--- src/rtl/postmortem_ctrl.sv ---
// Post-mortem capture controller: records a sample stream into an external
// circular RAM until a configurable number of post-trigger samples has been
// stored. It then freezes the buffer and can read it out in chronological order.
// Optional build macro: PM_TRIG_SYNC_EN adds a 2-flop synchronizer and a
// registered rising-edge detector on i_trig.
module postmortem_ctrl #(
    parameter int DWIDTH    = 32,
    parameter int RAM_DEPTH = 50000,
    localparam int AW       = $clog2(RAM_DEPTH)
) (
    input  logic              i_clk,
    input  logic              i_rst,
    input  logic              i_arm,
    input  logic              i_trig,
    input  logic              i_rd_req,
    input  logic              i_sample_valid,
    input  logic [DWIDTH-1:0] i_sample,
    input  logic [AW-1:0]     i_post_len,
    output logic [AW-1:0]     o_wr_addr,
    output logic              o_wr_ce,
    output logic              o_wr_we,
    output logic [DWIDTH-1:0] o_wr_din,
    output logic [AW-1:0]     o_rd_addr,
    output logic              o_rd_ce,
    input  logic [DWIDTH-1:0] i_rd_dout,
    output logic              o_rd_valid,
    output logic [DWIDTH-1:0] o_rd_data,
    output logic              o_rd_last,
    input  logic              i_rd_ready,
    output logic [2:0]        o_state,
    output logic              o_frozen,
    output logic              o_wrapped,
    output logic [AW-1:0]     o_trig_addr,
    output logic [AW:0]       o_count
);

    typedef enum logic [2:0] {
        StIdle    = 3'd0,
        StArmed   = 3'd1,
        StPost    = 3'd2,
        StFrozen  = 3'd3,
        StRdIssue = 3'd4,
        StRdWait  = 3'd5,
        StRdOut   = 3'd6
    } state_e;

    localparam logic [AW-1:0] LAST_ADDR = AW'(RAM_DEPTH - 1);
    localparam logic [AW:0]   DEPTH_CNT = (AW + 1)'(RAM_DEPTH);

    state_e              state_q;
    logic [AW-1:0]       wr_ptr_q;
    logic [AW:0]         count_q;
    logic                wrapped_q;
    logic [AW-1:0]       trig_addr_q;
    logic [AW-1:0]       post_len_q;
    logic [AW-1:0]       post_cnt_q;
    logic [AW-1:0]       rd_ptr_q;
    logic [AW:0]         rd_left_q;
    logic [DWIDTH-1:0]   rd_data_q;
    logic                rd_valid_q;
    logic                rd_last_q;
    logic                rd_ce_q;
    logic                frozen_q;

    logic                trig_evt;
    logic                wr_en;
    logic [AW-1:0]       wr_ptr_nxt;
    logic [AW-1:0]       rd_ptr_nxt;
    logic [AW-1:0]       post_len_clamped;
    logic [AW-1:0]       post_cnt_inc;

`ifdef PM_TRIG_SYNC_EN
    logic sync1_q, sync2_q, sync3_q, trig_pulse_q;

    // Synchronize i_trig and turn its rising edge into a registered one-cycle pulse
    always_ff @(posedge i_clk or posedge i_rst) begin
        if (i_rst) begin
            sync1_q      <= 1'b0;
            sync2_q      <= 1'b0;
            sync3_q      <= 1'b0;
            trig_pulse_q <= 1'b0;
        end else begin
            sync1_q      <= i_trig;
            sync2_q      <= sync1_q;
            sync3_q      <= sync2_q;
            trig_pulse_q <= sync2_q & ~sync3_q;
        end
    end

    assign trig_evt = trig_pulse_q;
`else
    assign trig_evt = i_trig;
`endif

    // Write port passes samples straight through while capturing
    always_comb begin
        wr_en            = ((state_q == StArmed) || (state_q == StPost)) && i_sample_valid;
        wr_ptr_nxt       = (wr_ptr_q == LAST_ADDR) ? '0 : wr_ptr_q + 1'b1;
        rd_ptr_nxt       = (rd_ptr_q == LAST_ADDR) ? '0 : rd_ptr_q + 1'b1;
        post_len_clamped = (i_post_len > LAST_ADDR) ? LAST_ADDR : i_post_len;
        post_cnt_inc     = post_cnt_q + 1'b1;
    end

    assign o_wr_ce     = wr_en;
    assign o_wr_we     = wr_en;
    assign o_wr_addr   = wr_ptr_q;
    assign o_wr_din    = i_sample;
    assign o_rd_addr   = rd_ptr_q;
    assign o_rd_ce     = rd_ce_q;
    assign o_rd_valid  = rd_valid_q;
    assign o_rd_data   = rd_data_q;
    assign o_rd_last   = rd_last_q;
    assign o_state     = state_q;
    assign o_frozen    = frozen_q;
    assign o_wrapped   = wrapped_q;
    assign o_trig_addr = trig_addr_q;
    assign o_count     = count_q;

    // Capture / freeze / readout state machine with its registered outputs
    always_ff @(posedge i_clk or posedge i_rst) begin
        if (i_rst) begin
            state_q     <= StIdle;
            wr_ptr_q    <= '0;
            count_q     <= '0;
            wrapped_q   <= 1'b0;
            trig_addr_q <= '0;
            post_len_q  <= '0;
            post_cnt_q  <= '0;
            rd_ptr_q    <= '0;
            rd_left_q   <= '0;
            rd_data_q   <= '0;
            rd_valid_q  <= 1'b0;
            rd_last_q   <= 1'b0;
            rd_ce_q     <= 1'b0;
            frozen_q    <= 1'b0;
        end else begin
            rd_ce_q <= 1'b0;

            if (wr_en) begin
                wr_ptr_q <= wr_ptr_nxt;
                if (wr_ptr_q == LAST_ADDR) wrapped_q <= 1'b1;
                if (count_q != DEPTH_CNT) count_q <= count_q + 1'b1;
            end

            case (state_q)
                StIdle: begin
                    if (i_arm) begin
                        state_q   <= StArmed;
                        wr_ptr_q  <= '0;
                        count_q   <= '0;
                        wrapped_q <= 1'b0;
                    end
                end
                StArmed: begin
                    if (trig_evt) begin
                        trig_addr_q <= wr_ptr_q;
                        post_len_q  <= post_len_clamped;
                        post_cnt_q  <= '0;
                        // Zero post length freezes right after the trigger cycle
                        if (post_len_clamped == '0) begin
                            state_q  <= StFrozen;
                            frozen_q <= 1'b1;
                        end else begin
                            state_q  <= StPost;
                        end
                    end
                end
                StPost: begin
                    if (i_sample_valid) begin
                        post_cnt_q <= post_cnt_inc;
                        if (post_cnt_inc == post_len_q) begin
                            state_q  <= StFrozen;
                            frozen_q <= 1'b1;
                        end
                    end
                end
                StFrozen: begin
                    if (i_arm) begin
                        state_q   <= StArmed;
                        frozen_q  <= 1'b0;
                        wr_ptr_q  <= '0;
                        count_q   <= '0;
                        wrapped_q <= 1'b0;
                    end else if (i_rd_req && (count_q != '0)) begin
                        // Oldest word sits at the write pointer once the buffer has wrapped
                        rd_ptr_q  <= wrapped_q ? wr_ptr_q : '0;
                        rd_left_q <= count_q;
                        rd_ce_q   <= 1'b1;
                        frozen_q  <= 1'b0;
                        state_q   <= StRdIssue;
                    end
                end
                StRdIssue: begin
                    state_q <= StRdWait;
                end
                StRdWait: begin
                    rd_data_q  <= i_rd_dout;
                    rd_valid_q <= 1'b1;
                    rd_last_q  <= (rd_left_q == (AW + 1)'(1));
                    state_q    <= StRdOut;
                end
                StRdOut: begin
                    if (i_rd_ready) begin
                        rd_valid_q <= 1'b0;
                        rd_last_q  <= 1'b0;
                        rd_ptr_q   <= rd_ptr_nxt;
                        rd_left_q  <= rd_left_q - 1'b1;
                        if (rd_left_q == (AW + 1)'(1)) begin
                            state_q  <= StFrozen;
                            frozen_q <= 1'b1;
                        end else begin
                            rd_ce_q  <= 1'b1;
                            state_q  <= StRdIssue;
                        end
                    end
                end
                default: state_q <= StIdle;
            endcase
        end
    end

endmodule

--- config.mk ---
export PLATFORM = sky130hd
export DESIGN_NAME = postmortem_ctrl
export DESIGN_NICKNAME = d
export VERILOG_FILES = /design/src/rtl/postmortem_ctrl.sv
export SDC_FILE = /design/constraint.sdc
export NUM_CORES = 1
export LEC_CHECK = 0
export ABC_AREA = 1
export CAP_MARGIN = 10
export CORE_ASPECT_RATIO = 0.6
export CORE_MARGIN = 2
export CORE_UTILIZATION = 40
export CTS_CLUSTER_SIZE = 28
export DETAILED_ROUTE_END_ITERATION = 8
export DONT_BUFFER_PORTS = 1
export GPL_ROUTABILITY_DRIVEN = 1
export GPL_TIMING_DRIVEN = 0
export PLACE_DENSITY = 0.64
export SLEW_MARGIN = 20
export SYNTH_ARGS = -nofsm -noshare
export SYNTH_HDL_FRONTEND = slang
export SYNTH_SLANG_ARGS = --single-unit
--- constraint.sdc ---
create_clock -name i_clk -period 4.55 [get_ports i_clk]
set_input_delay 0.455 -clock i_clk [delete_from_list [all_inputs] [get_ports i_clk]]
set_output_delay 0.455 -clock i_clk [all_outputs]
set_load 0.005 [all_outputs]
### Yosys cells after proc, flatten, opt, wreduce, memory -nomap -nowiden

Index checks and enable logic that the tools add are counted.

| word-level totals | value |
|---|---|
| register bits after elaboration | 154 |
| input bits | 87 |
| output and inout port bits | 139 |
| word-level logic and storage cells | 111 |

| cells by class | value |
|---|---|
| $add $sub $neg | 5 |
| magnitude comparators | 1 |
| eq/ne operators | 21 |
| muxes and demuxes | 53 |
| reductions and logical operators | 17 |

Operators by type and width:

| operator | count |
|---|---|
| $mux 16 | 12 |
| $mux 17 | 7 |
| $pmux 16 s2 | 2 |
| $add 16x1->16 const B | 3 |
| $pmux 17 s2 | 1 |
| $eq 16x16->1 const B | 2 |
| $mux 3 | 8 |
| $pmux 3 s7 | 1 |
| $mux 1 | 18 |
| $add 17x1->17 const B | 1 |
| $eq 17x1->1 const B | 1 |
| $ne 17x16->1 const B | 1 |
| $reduce_bool 17->1 | 1 |
| $sub 17x1->17 const B | 1 |
| $eq 16x16->1 | 1 |
| $gt 16x16->1 const B | 1 |
| $logic_not 16->1 | 1 |
| $ne 2x2->1 const B | 7 |
| $eq 3x3->1 const B | 3 |
| $reduce_and 8->1 | 1 |
| $eq 3x2->1 const B | 2 |
| $pmux 1 s2 | 3 |
| $reduce_and 6->1 | 1 |
| $reduce_bool 2->1 | 3 |
| 12 further kinds | 15 |

### Longest topological paths before layout

Gate-level depths: netlist (run 1).

| depth | value |
|---|---|
| depth in word-level cells | 6 |
| mapped depth | 15 |
| gate-level depth less buffers | 15 |

### Worst setup path after synthesis (run 1)

Ideal clock, no wire load.

| timing | value |
|---|---|
| path type | register to register |
| from | register post_cnt_q[0] |
| to | register state_q[1], in the netlist o_state[1] |
| library setup time | 0.117 ns |
| arrival | 1.703 ns |
| data required time | 4.433 ns |
| slack | 2.730 ns |
| cell stages (with the launch flop) | 15 |
| buffers on the path | 0 |
| period minus slack after synthesis | 1.820 ns |
| cells stage by stage | dfrtp_1 > ha_1 > nand3_1 > nor2_2 > nand3_1 > nand2_1 > nand3_1 > nand2_1 > nand2_1 > nor2_1 > nand3_1 > nand2_2 > nand2_1 > nand2_1 > nand2_1 |

| on the way | value |
|---|---|
| longest elaborated chain between the ends | 4 |

Ends and longest elaborated chain:

| element | RTL line | text |
|---|---|---|
| start: declaration | 56 | `logic [AW-1:0] post_cnt_q;` |
| start signal: assignment | 170 | `post_cnt_q <= post_cnt_inc;` |
| $add 16x1->16 | 101 | `post_cnt_inc = post_cnt_q + 1'b1;` |
| $eq 16x16->1 | 171 | `if (post_cnt_inc == post_len_q) begin` |
| $ne 2x1->1 (no line) | - |  |
| $reduce_and 6->1 (no line) | - |  |
| end signal: assignment | 172 | `state_q <= StFrozen;` |
| end signal: assignment | 179 | `state_q <= StArmed;` |
| end signal: assignment | 190 | `state_q <= StRdIssue;` |
| end: declaration | 50 | `state_e state_q;` |

Every way passes these cells.
A chain may end at the register's enable or synchronous reset.

### Worst setup path after layout (run 1)

| timing | value |
|---|---|
| from | register state_q[1], in the netlist o_state[1] |
| to | output o_wr_we |

| on the way | value |
|---|---|
| longest elaborated chain between the ends | 3 |
| elaborated cells on any way between the ends | 4 |
| classes of those cells | 2 x eq/ne; 2 x reduce/logical |

Ends and longest elaborated chain:

| element | RTL line | text |
|---|---|---|
| start signal: assignment | 122 | `state_q <= StIdle;` |
| start signal: assignment | 148 | `state_q <= StArmed;` |
| start signal: assignment | 161 | `state_q <= StFrozen;` |
| $eq 3x1->1 or $eq 3x2->1 (tied branches) | 97 | `wr_en = ((state_q == StArmed) \|\| (state_q == StPost)) && i_sample_valid;` |
| $logic_or 1x1->1 (*) | 97 |  |
| $logic_and 1x1->1 (*) | 97 |  |
| end: declaration | 21 | `output logic o_wr_we,` |

Every way passes the cells marked *; elsewhere a longest branch is shown, timed or not.

==> results of run 1 <==
sequential cells by signal, summed over array words and instances (netlist names):
register and flops:
post_len_q 16, o_wrapped 1, o_rd_addr 16, o_rd_ce 1
o_frozen 1, rd_left_q 17, o_count 17, post_cnt_q 16
o_rd_data 32, o_trig_addr 16, o_rd_valid 1, o_wr_addr 16
o_state 3, o_rd_last 1
synthesized netlist by cell type:
master and instances:
sky130_fd_sc_hd__o21a_1 5, sky130_fd_sc_hd__a22oi_1 3, sky130_fd_sc_hd__dfrtp_1 154, sky130_fd_sc_hd__nor3_4 1, sky130_fd_sc_hd__mux2_2 32, sky130_fd_sc_hd__nor2_8 1, sky130_fd_sc_hd__or2_4 1, sky130_fd_sc_hd__a31oi_1 13
sky130_fd_sc_hd__nor4_2 1, sky130_fd_sc_hd__o221ai_1 1, sky130_fd_sc_hd__nor4_1 6, sky130_fd_sc_hd__o22ai_1 12, sky130_fd_sc_hd__a211oi_1 3, sky130_fd_sc_hd__nand3_1 90, sky130_fd_sc_hd__nor3b_2 2, sky130_fd_sc_hd__o22a_1 1
sky130_fd_sc_hd__nand3b_1 3, sky130_fd_sc_hd__nand4_1 25, sky130_fd_sc_hd__nor2_1 99, sky130_fd_sc_hd__nor2_2 7, sky130_fd_sc_hd__o211ai_1 6, sky130_fd_sc_hd__buf_4 35, sky130_fd_sc_hd__nor3_2 3, sky130_fd_sc_hd__xor2_1 17
sky130_fd_sc_hd__clkbuf_1 19, sky130_fd_sc_hd__a211oi_2 2, sky130_fd_sc_hd__nand2_1 225, sky130_fd_sc_hd__inv_2 6, sky130_fd_sc_hd__o21ai_1 9, sky130_fd_sc_hd__nor3b_1 2, sky130_fd_sc_hd__a21oi_1 34, sky130_fd_sc_hd__o21ai_0 89
sky130_fd_sc_hd__nand2_2 10, sky130_fd_sc_hd__buf_6 1, sky130_fd_sc_hd__a221oi_1 2, sky130_fd_sc_hd__xnor2_1 1, sky130_fd_sc_hd__inv_1 142, sky130_fd_sc_hd__nor3_1 27, sky130_fd_sc_hd__o2111ai_1 1, sky130_fd_sc_hd__o21bai_1 1
sky130_fd_sc_hd__a21oi_2 1, sky130_fd_sc_hd__ha_1 7, sky130_fd_sc_hd__or2_2 4, sky130_fd_sc_hd__buf_2 7
metrics by stage:
stage | total power [mW] | instance area [um2] | std cells | utilization, % | hold WS (ns)
floorplan | 3.58 | 8710 | 1111 | - | 0.453
global placement | 4.14 | 9050 | 1390 | 42.7 | 0.471
detailed placement | 4.18 | 9140 | 1394 | 43.1 | 0.477
CTS | 5.78 | 9780 | 1426 | 46.2 | 0.0168
global route | 6.17 | 9780 | 1426 | 46.2 | 0.0435
finish | 5.75 | 9780 | 1426 | 46.2 | 0.00990
layer usage:
layer  up-vias  GRT usage (%)  part of all wire [%]
li1       3687              -                     -
met1      3700           34.2                    47
met2       325           32.2                    41
met3        16           8.08                    11
met4         0           4.42                  0.66
met5         -              0                     0
how the worst max path moves through the flow:
stage / to / slack [ns] / cells after the start
final: o_wr_we / 1.92 / 8
after global routing: o_wr_we / 1.76 / 8
after CTS: o_wr_we / 1.94 / 8
after detailed placement: o_count[16] / 2.04 / 6
after global placement: o_count[10] / 1.21 / 1
after floorplan: o_count[0] / 2.15 / 1
final cells by class:
cell class              count  area share [%]
multi-input cells         747            40.0
flip-flops and latches    154            39.4
inverters                 148            5.72
clock buffers              20            4.67
plain buffers              62            3.89
well taps                 279            3.57
clock inverters            12            1.91
repair buffers              4           0.819
cells by family (layout without fill, tap and decap cells):
kind of cell,Yosys count,after routing
AO/OA/AOI/OAI,183,183
XOR/XNOR,18,18
flip-flops,154,154
AND/OR/NAND/NOR,507,507
adder cells (fa/ha/maj),7,7
buffers and inverters,210,246
multiplexers,32,32
power by group through the flow:
| stage | registers (mW) | logic (mW) | clock network (mW) |
|---|---|---|---|
| after global routing | 2.29 | 2.20 | 1.67 |
| final | 2.23 | 1.93 | 1.58 |
| after global placement | 2.25 | 1.89 | 0 |
| after floorplan | 2.09 | 1.49 | 0 |
| after detailed placement | 2.25 | 1.92 | 0 |
| after CTS | 2.24 | 1.93 | 1.61 |
==> impl_results.md, run 1 <==
* Cell Area, Synth at 8700 um2
* FF/Latch Area at 3850 um2
* Proportion of layout cells with a drive suffix above 1 at about an eighth
* Largest family of logic cells by synthesized area: simple AND/OR/NAND/NOR gates
* Final HPWL DP at between 20 and 25 mm
* Max-cap violations at 0
* Power Internal at approximately 3.4 mW
* Combinational power share at roughly a third
* Standard-cell row count at 41
* Final-layout setup total negative slack at 0 ns
* Shortest clock period the worst path allows after layout at around 2.6 ns
* Post-CTS Hold Buffers at 0
* Final worst-path setup slack at between 1.5 and 2 ns
* Buffers plus inverters on the worst setup path at 4
* Height of the chip at approximately 120 um
* I/O pins at between 200 and 250
* Post-CTS setup buffer count at 0
* Outcome: finished with violations
* Worst skew pair latency at around 0.43 ns
* Most frequent cells in the layout: sky130_fd_sc_hd__nand2_1 (225), sky130_fd_sc_hd__dfrtp_1 (154), sky130_fd_sc_hd__inv_1 (141)
* Crit path kind: flip-flop to primary output
* Power share of the sequential group at around 39%
* Dominant delay contributor by cell family on the critical path: buffers and inverters
* Number of unique standard cell types used by synthesis at 44
* Library cell with the largest summed area after synthesis: sky130_fd_sc_hd__dfrtp_1
* RSZ-0062 raised after global routing: no
* Mean cell area of the mapped netlist at between 7 and 8 um2
* First-iteration detailed-routing DRC count at just over 700
* Simple-gate share of the synthesized area at 26.2%
* Number of max-slew violations in the final report at 0
* Post-cts repair resize count at 0
* Synth top area cells: sky130_fd_sc_hd__dfrtp_1 (44%), sky130_fd_sc_hd__nand2_1 (9.7%), sky130_fd_sc_hd__inv_1 (6.1%), sky130_fd_sc_hd__nand3_1 (5.2%), sky130_fd_sc_hd__o21ai_0 (5.1%)
* Sequential element share of the synthesized area at between 40% and 50%
* Avg WL per Cell at 18.4 um
* Antenna diodes at 0
* Fraction of synthesized area in multiplexers at 4.14%
* Tcrit/Tclk final at between 50 and 60%
* Launch point of the critical path: o_state[1]
* Launching element type of the critical path: flip-flop
* Most common cell after layout, fill and taps aside: sky130_fd_sc_hd__nand2_1
* Synthesized-area fraction occupied by adder cells at 1.01%
* Number of clock sinks seen by CTS at approximately 150
* Xor/xnor cell area share of the yosys netlist at about 1.8%
* Area growth, synth to finish at 12.4%
* Routed via count at between 7000 and 8000
* Worst slack after detailed placement at between 2 and 2.5 ns
* Worst-case headroom to the max-slew limit at 32.7%
* Final setup violation count at 0
* Final #Nets at 1228
* Violated checks: design-rule violations
* Combined global-route utilization of all metal layers at 23.1%
* H-tree lvl count at 4
* Number of I/O port buffers at 0
* Switching power at 2.30 mW
* Count of filler cells inserted in the layout at around 2100
* Clock transition at path regs at ~0.060 ns
* Worst path max stage delay at 0.51 ns
* Number of warnings printed during yosys synthesis at 0
* Via density per instance at 5.42
* Synth Net Count at between 1000 and 1500
* Peak supply drop at 0.000317 V
* Final Hold Vio Count at 0
* Placer's final routability congestion estimate at around 0.92
* Worst R2R End: o_count[3]
* Routed Wire Length at between 20 and 30 mm
* Number of global-route vias before repair at ~7100
* Register-to-Register Setup Slack at between 2 and 2.5 ns
* Clock tree from TritonCTS: built
* Buffers from clock root to sink, at most at 2
* Die Outline Area at approximately 23000 um2
* Depth of the most critical reg-to-reg path at 6
* Clock root cell: sky130_fd_sc_hd__clkbuf_16
* Area share of the largest cell type after synthesis at 44.3%
* Maximum number of pins on one net before global-route repair at 34
* Lkg Pwr at ~4.4 nW
* Clk_skew at between 0.01 and 0.015 ns
* GRT Residual Overflow at 0
* Net switching share of the total power at 40.0%
* Launch point of the worst reg-to-reg path: o_state[2]
* Worst hold-check path type: input pin to async pin
* Antenna Violating Nets Remaining at 0
* Worst-path fanout max at 11
* Starting density of the core at roughly two fifths
* Area inside the core boundary at around 21000 um2
* Synthesized-area fraction occupied by ao, oa, aoi and oai cells at 11.8%
* Area taken by multi-input logic gates at roughly 4000 um2
* Clock Power Share at between 20% and 30%
* Achievable frequency at 381 MHz
* Cell with the largest stage delay on the worst path: sky130_fd_sc_hd__dfrtp_1
* Detailed-router iteration count before antenna repair at 7
* CTS buffer count at 17
* Slew at the pin with the worst max-slew slack at ~1 ns
* First-pass GRT wire length at 41.1 mm
* Req. time, crit path at between 4 and 5 ns
* Antenna violations before repair at 0
* Worst Setup End Kind: primary output
* DRC errors left at 5
* Arrival time of the worst setup path at 2.17 ns
* Number of instances in the synthesized netlist at between 1000 and 1500
* Chip width at slightly below 200 um
* Critical path cell sequence: inv_2, nor2_2, nand2_1, nand2_2, nand2_2, inv_2, buf_2, buf_4
* Number of storage elements in the synthesis netlist at 154
* Power density over cell area at around 600 nW/um2
(Power assumes the default switching activity.)
==> run 2, diff against run 1 <==
==> constraint.sdc (replaced) <==
create_clock -name i_clk -period 2.2 [get_ports i_clk]
set_input_delay 0.22 -clock i_clk [delete_from_list [all_inputs] [get_ports i_clk]]
set_output_delay 0.22 -clock i_clk [all_outputs]
set_load 0.005 [all_outputs]
==> impl_results.md, run 2 (same netlist as run 1, synthesis figures left out) <==
* Detailed-router iteration count before antenna repair at 8
* Max-cap violations at 0
* Origin of the worst min-delay path: i_post_len[6]
* Clk_skew at between 0.01 and 0.015 ns
* Clock Power Share at between 20% and 30%
* Register-to-Register Setup Slack at roughly 0.12 ns
* Final setup violation count at 0
* Placer's final routability congestion estimate at between 0.9 and 1
* Clock tree from TritonCTS: built
* Req. time, crit path at 2.55 ns
* Via density per instance at 5.39
* Final HPWL DP at slightly above 20 mm
* Final #Nets at 1287
* DRC errors left at 5
* Standard-cell row count at between 40 and 50
* Achievable frequency at between 400 and 500 MHz
* Proportion of layout cells with a drive suffix above 1 at ~17%
* Switching power at 4.90 mW
* Largest register FFs at 32
* Antenna violations before repair at 0
* Worst hold-check path type: input pin to flip-flop
* Power share of the sequential group at between 30% and 40%
* Power density over cell area at 1160 nW/um2
* Cell with the largest stage delay on the worst path: sky130_fd_sc_hd__dfrtp_2
* Worst Setup End Kind: flip-flop
* Maximum number of pins on one net before global-route repair at 34
* Slew at the pin with the worst max-slew slack at 0.729 ns
* Clock root cell: sky130_fd_sc_hd__clkbuf_16
* H-tree lvl count at 4
* Violated checks: design-rule violations
* First-iteration detailed-routing DRC count at ~770
* Worst slack after detailed placement at -0.195 ns
* Worst skew pair latency at around 0.43 ns
* Net switching share of the total power at between 40% and 50%
* Shortest clock period the worst path allows after layout at approximately 2.1 ns
* RSZ-0062 raised after global routing: yes
* CTS buffer count at 17
* GRT Residual Overflow at 0
* Worst-path fanout max at 5
* Combined global-route utilization of all metal layers at around a quarter
* Die Outline Area at 23000 um2
* Routed Wire Length at 27.1 mm
* Height of the chip at approximately 120 um
* Launch point of the worst reg-to-reg path: o_rd_addr[0]
* Final non-filler cell area at 10500 um2
* Depth of the most critical reg-to-reg path at 10
* Number of clock sinks seen by CTS at 154
* Outcome: finished with violations
* Worst-case headroom to the max-slew limit at between 50% and 60%
* Power Internal at 7.29 mW
* Most frequent cells in the layout: sky130_fd_sc_hd__nand2_1 (222), sky130_fd_sc_hd__dfrtp_1 (144), sky130_fd_sc_hd__inv_1 (138)
* Number of max-slew violations in the final report at 0
* Area inside the core boundary at roughly 21000 um2
* Combinational power share at 35.0%
* Worst R2R End: o_rd_addr[14]
* Worst path max stage delay at roughly 0.44 ns
* Hold Path End: post_len_q[6]
* Routed via count at 8001
* Launching element type of the critical path: flip-flop
* Top cell by count, worst path: sky130_fd_sc_hd__nand2_1
* Chip width at 194 um
* Avg WL per Cell at around 18 um
* Clock transition at path regs at roughly 0.070 ns
* Antenna Violating Nets Remaining at 0
* Crit path kind: flip-flop to flip-flop
* Critical path cell sequence: ha_1, nand2_1, nor2_1, nand4_1, nor2_2, nand2_1, nor2_2, xor2_1, nand2_1, a22oi_1
* First-pass GRT wire length at ~43 mm
* Starting density of the core at about two fifths
* Lkg Pwr at between 4 and 5 nW
* Final worst-path setup slack at approximately 0.12 ns
* Final-layout setup total negative slack at 0 ns
* Peak supply drop at 0.000653 V
* Count of filler cells inserted in the layout at ~2000
* Buffers from clock root to sink, at most at 2
* Number of I/O port buffers at 0
* Tcrit/Tclk final at around 95%
* I/O pins at between 200 and 250
* Buffers plus inverters on the worst setup path at 0
* Number of global-route vias before repair at roughly 7500
* Final design utilization at around half
* Area growth, synth to finish at 21.0%
* Arrival time of the worst setup path at between 2 and 2.5 ns
* Hold Crit Depth at 2
* Antenna diodes at 0
* Final Hold Vio Count at 0
* Most common cell after layout, fill and taps aside: sky130_fd_sc_hd__nand2_1
* Total cell area at the placement stage at approximately 9000 um2
* Dominant delay contributor by cell family on the critical path: simple AND/OR/NAND/NOR gates
-- run 2: cell count changes in the layout (fill, tap and decap cells not counted), sizes merged --
cell         previous run  this run
buf                    47        55
clkbuf                 39        41
dlygate4sd3             0        49
-- run 2: metal layers --
metal / routed length (um) / GRT usage [%] / up-vias
li1: - / - / 3799
met1: 12700 / 35.0 / 3810
met3: 2970 / 8.19 / 22
met5: 0 / 0 / -
met2: 11200 / 33.0 / 370
met4: 293 / 5.91 / 0
-- run 2: stage by stage --
| stage | hold slack [ns] | power, mW | cells |
|---|---|---|---|
| CTS | 0.0152 | 12.0 | 1475 |
| floorplan | 0.341 | 7.40 | 1111 |
| global route | 0.0187 | 13.0 | 1485 |
| finish | 0.0402 | 12.2 | 1485 |
| global placement | 0.350 | 8.56 | 1390 |
| detailed placement | 0.242 | 8.64 | 1394 |
-- run 2: power groups by stage --
stage                     Clock [mW]  Combinational, mW  Sequential, mW
after floorplan                    0               3.07            4.33
after global placement             0               3.90            4.66
after detailed placement           0               3.98            4.66
after CTS                       3.33               4.08            4.64
after global routing            3.47               4.80            4.78
final                           3.27               4.26            4.66
-- run 2: worst register-to-register path, stage by stage (launching register included) --
cell                      delay (ns)
sky130_fd_sc_hd__dfrtp_2        0.44
sky130_fd_sc_hd__ha_1           0.21
sky130_fd_sc_hd__nand2_1        0.09
sky130_fd_sc_hd__nor2_1         0.23
sky130_fd_sc_hd__nand4_1        0.17
sky130_fd_sc_hd__nor2_2         0.19
sky130_fd_sc_hd__nand2_1        0.11
sky130_fd_sc_hd__nor2_2         0.17
sky130_fd_sc_hd__xor2_1         0.17
sky130_fd_sc_hd__nand2_1        0.06
sky130_fd_sc_hd__a22oi_1        0.15
-- run 2: how the worst max path moves through the flow --
stage                  start            end  slack, ns  cells past startpoint
3_3_place_gp           i_rst    o_count[10]      -0.90                      1
2_1_floorplan          i_rst     o_count[0]       0.04                      1
6_report        o_rd_addr[0]  o_rd_addr[14]       0.12                     10
4_1_cts        post_cnt_q[4]     o_state[1]      0.003                     13
5_1_grt        post_cnt_q[0]     o_state[1]      -0.04                     16
3_5_place_dp      o_state[1]  rd_left_q[16]      -0.19                     10
-- run 2: what timing repair did --
item | in CTS | in global routing
buffers inserted | 0 | 10
endpoints found under the hold margin | 76 | 0
gates resized for setup | 12 | 50
setup endpoints to repair | 70 | 66
pin swaps | 0 | 6
hold buffers | 49 | 0
-- run 2: cell type report --
| cell class | count | area, um2 | share of cell area [%] |
|---|---|---|---|
| plain buffers | 62 | 405 | 3.85 |
| clock buffers | 20 | 457 | 4.34 |
| clock inverters | 12 | 186 | 1.77 |
| inverters | 148 | 564 | 5.36 |
| multi-input cells | 747 | 4040 | 38.4 |
| flip-flops and latches | 154 | 3870 | 36.7 |
| well taps | 279 | 349 | 3.32 |
| repair buffers | 63 | 658 | 6.25 |
==> run 3, diff against run 2 <==
--- a/config.mk
+++ b/config.mk
@@ -15,7 +15,7 @@
 export DONT_BUFFER_PORTS = 1
 export GPL_ROUTABILITY_DRIVEN = 1
 export GPL_TIMING_DRIVEN = 0
-export PLACE_DENSITY = 0.64
+export PLACE_DENSITY = 0.62
 export SLEW_MARGIN = 20
 export SYNTH_ARGS = -nofsm -noshare
 export SYNTH_HDL_FRONTEND = slang
==> constraint.sdc (replaced) <==
create_clock -name i_clk -period 2.3 [get_ports i_clk]
set_input_delay 0.23 -clock i_clk [delete_from_list [all_inputs] [get_ports i_clk]]
set_output_delay 0.23 -clock i_clk [all_outputs]
set_load 0.005 [all_outputs]
==> impl_results.md, run 3 (same netlist as run 1, synthesis figures left out) <==
* Outcome: finished with violations
* Violated checks: design-rule violations
* Final #Nets at 1285
* Most frequent cells in the layout: sky130_fd_sc_hd__nand2_1 (225), sky130_fd_sc_hd__dfrtp_1 (151), sky130_fd_sc_hd__inv_1 (141)
* Buffers from clock root to sink, at most at 2
* Max-cap violations at 0
* Area inside the core boundary at 21200 um2
* Worst-path fanout max at 11
* Achievable frequency at 451 MHz
* Hold Crit Depth at 3
* Proportion of layout cells with a drive suffix above 1 at around 15%
* Worst path max stage delay at about 0.48 ns
* Final HPWL DP at around 21 mm
* Critical path cell sequence: inv_2, nor2_2, nand2_1, nand2_2, nand2_2, inv_2, buf_6, buf_4
* Number of max-slew violations in the final report at 0
* Die Outline Area at between 20000 and 25000 um2
* Req. time, crit path at approximately 2.1 ns
* Slew at the pin with the worst max-slew slack at 0.645 ns
* Number of logic stages on the critical path including buffering at 8
* Clk_skew at 0.00727 ns
* Number of I/O port buffers at 0
* DRC errors left at 7
* Arrival time of the worst setup path at 1.99 ns
* Detailed-router iteration count before antenna repair at 9
* First-pass GRT wire length at around 42 mm
* Routed via count at between 7000 and 8000
* Area growth, synth to finish at 19.6%
* Hold Worst Slack at 0.0699 ns
* Dominant delay contributor by cell family on the critical path: buffers and inverters
* Avg WL per Cell at between 15 and 20 um
* Maximum number of pins on one net before global-route repair at 29
* CTS buffer count at 17
* Routed Wire Length at ~27 mm
* First-iteration detailed-routing DRC count at approximately 770
* RSZ-0062 raised after global routing: yes
* Lkg Pwr at 4.70 nW
* Number of global-route vias before repair at about 7500
* Crit path kind: flip-flop to primary output
* Clock transition at path regs at 0.07 ns
* Cell with the largest stage delay on the worst path: sky130_fd_sc_hd__dfrtp_2
* Final non-filler cell area at approximately 10000 um2
* Standard-cell row count at 41
* Worst Setup End Kind: primary output
* Buffers plus inverters on the worst setup path at 4
* Number of clock sinks seen by CTS at ~150
* Clock root cell: sky130_fd_sc_hd__clkbuf_16
* Shortest clock period the worst path allows after layout at approximately 2.2 ns
* Power density over cell area at 1080 nW/um2
* Total cell area at the placement stage at just over 9000 um2
* Combined global-route utilization of all metal layers at 23.8%
* Launching element type of the critical path: flip-flop
* Via density per instance at 5.36
* H-tree lvl count at 4
* Peak supply drop at 0.000662 V
* Antenna diodes at 0
* Final Hold Vio Count at 0
* Total placed cells including tap cells at 1396
* Antenna Violating Nets Remaining at 0
* Worst hold-check path type: input pin to flip-flop
* Register-to-Register Setup Slack at approximately 0.17 ns
* Final worst-path setup slack at 0.0813 ns
* Worst-case headroom to the max-slew limit at 57.0%
* Clock tree from TritonCTS: built
* Tcrit/Tclk final at between 90% and 100%
* Largest register FFs at 32
* Chip width at slightly below 200 um
* I/O pins at 226
* Placer's final routability congestion estimate at slightly below 0.9
* Antenna violations before repair at 0
* Most common cell after layout, fill and taps aside: sky130_fd_sc_hd__nand2_1
* Worst slack after detailed placement at -0.206 ns
* Starting density of the core at around two fifths
* GRT Residual Overflow at 0
* Height of the chip at around 120 um
* Worst skew pair latency at about 0.43 ns
* Cell Count, Final, Fillers Out at between 1000 and 1500
* Depth of the most critical reg-to-reg path at 13
* Final setup violation count at 0
-- run 3: power breakdown --
group          internal, mW  switching (mW)
combinational          1.50            2.48
sequential             3.54           0.901
clock                  1.53            1.29
-- run 3: final cells by class --
type                            instances  area, um2
Buffer                                 62        395
Clock buffer                           17        425
Timing Repair Buffer                   61        678
Tap cell                              279        349
Clock inverter                         15        155
Fill cell                            1999      10800
Sequential cell                       154       3860
Inverter                              148        562
Multi-Input combinational cell        747       3980
-- run 3: what timing repair did --
action / CTS / global route
gates resized for setup: 5 / 32
hold endpoints to repair: 69 / 1
pin swaps: 0 / 1
hold buffers: 49 / 1
cloned: 0 / 0
setup buffers: 0 / 5
endpoints found under the setup margin: 43 / 56
-- run 3: per-stage QoR --
| stage | power, mW | setup TNS (ns) | utilization (%) |
|---|---|---|---|
| floorplan | 7.08 | 0 | - |
| global placement | 8.18 | -132.31 | 42.7 |
| detailed placement | 8.26 | -3.98 | 43.4 |
| CTS | 11.2 | 0 | 48.5 |
| global route | 12.1 | 0 | 49.1 |
| finish | 11.3 | 0 | 49.1 |
-- run 3: tightest hold or removal path: stages --
cell	delay, ns
sky130_fd_sc_hd__nor2_1	0.06
sky130_fd_sc_hd__nor2_1	0.10
sky130_fd_sc_hd__nand2_1	0.07
-- run 3: metal layers --
metal | track usage (%) | vias to the layer above | share of wire (%)
met4 | 5.67 | 0 | 1.4
li1 | - | 3798 | -
met5 | 0 | - | 0
met3 | 9.19 | 23 | 12
met1 | 35.4 | 3739 | 47
met2 | 32.0 | 387 | 40
-- run 3: final timing paths --
| check | end | startpoint |
|---|---|---|
| worst max-delay path | o_wr_we | o_state[1] |
| worst min-delay path | o_state[0] | i_trig |
| worst max register to register | o_state[1] | post_cnt_q[2] |
| worst min register to register | rd_left_q[9] | rd_left_q[9] |
| max in group asynchronous | o_count[6] | i_rst |
| min in group asynchronous | o_trig_addr[5] | i_rst |
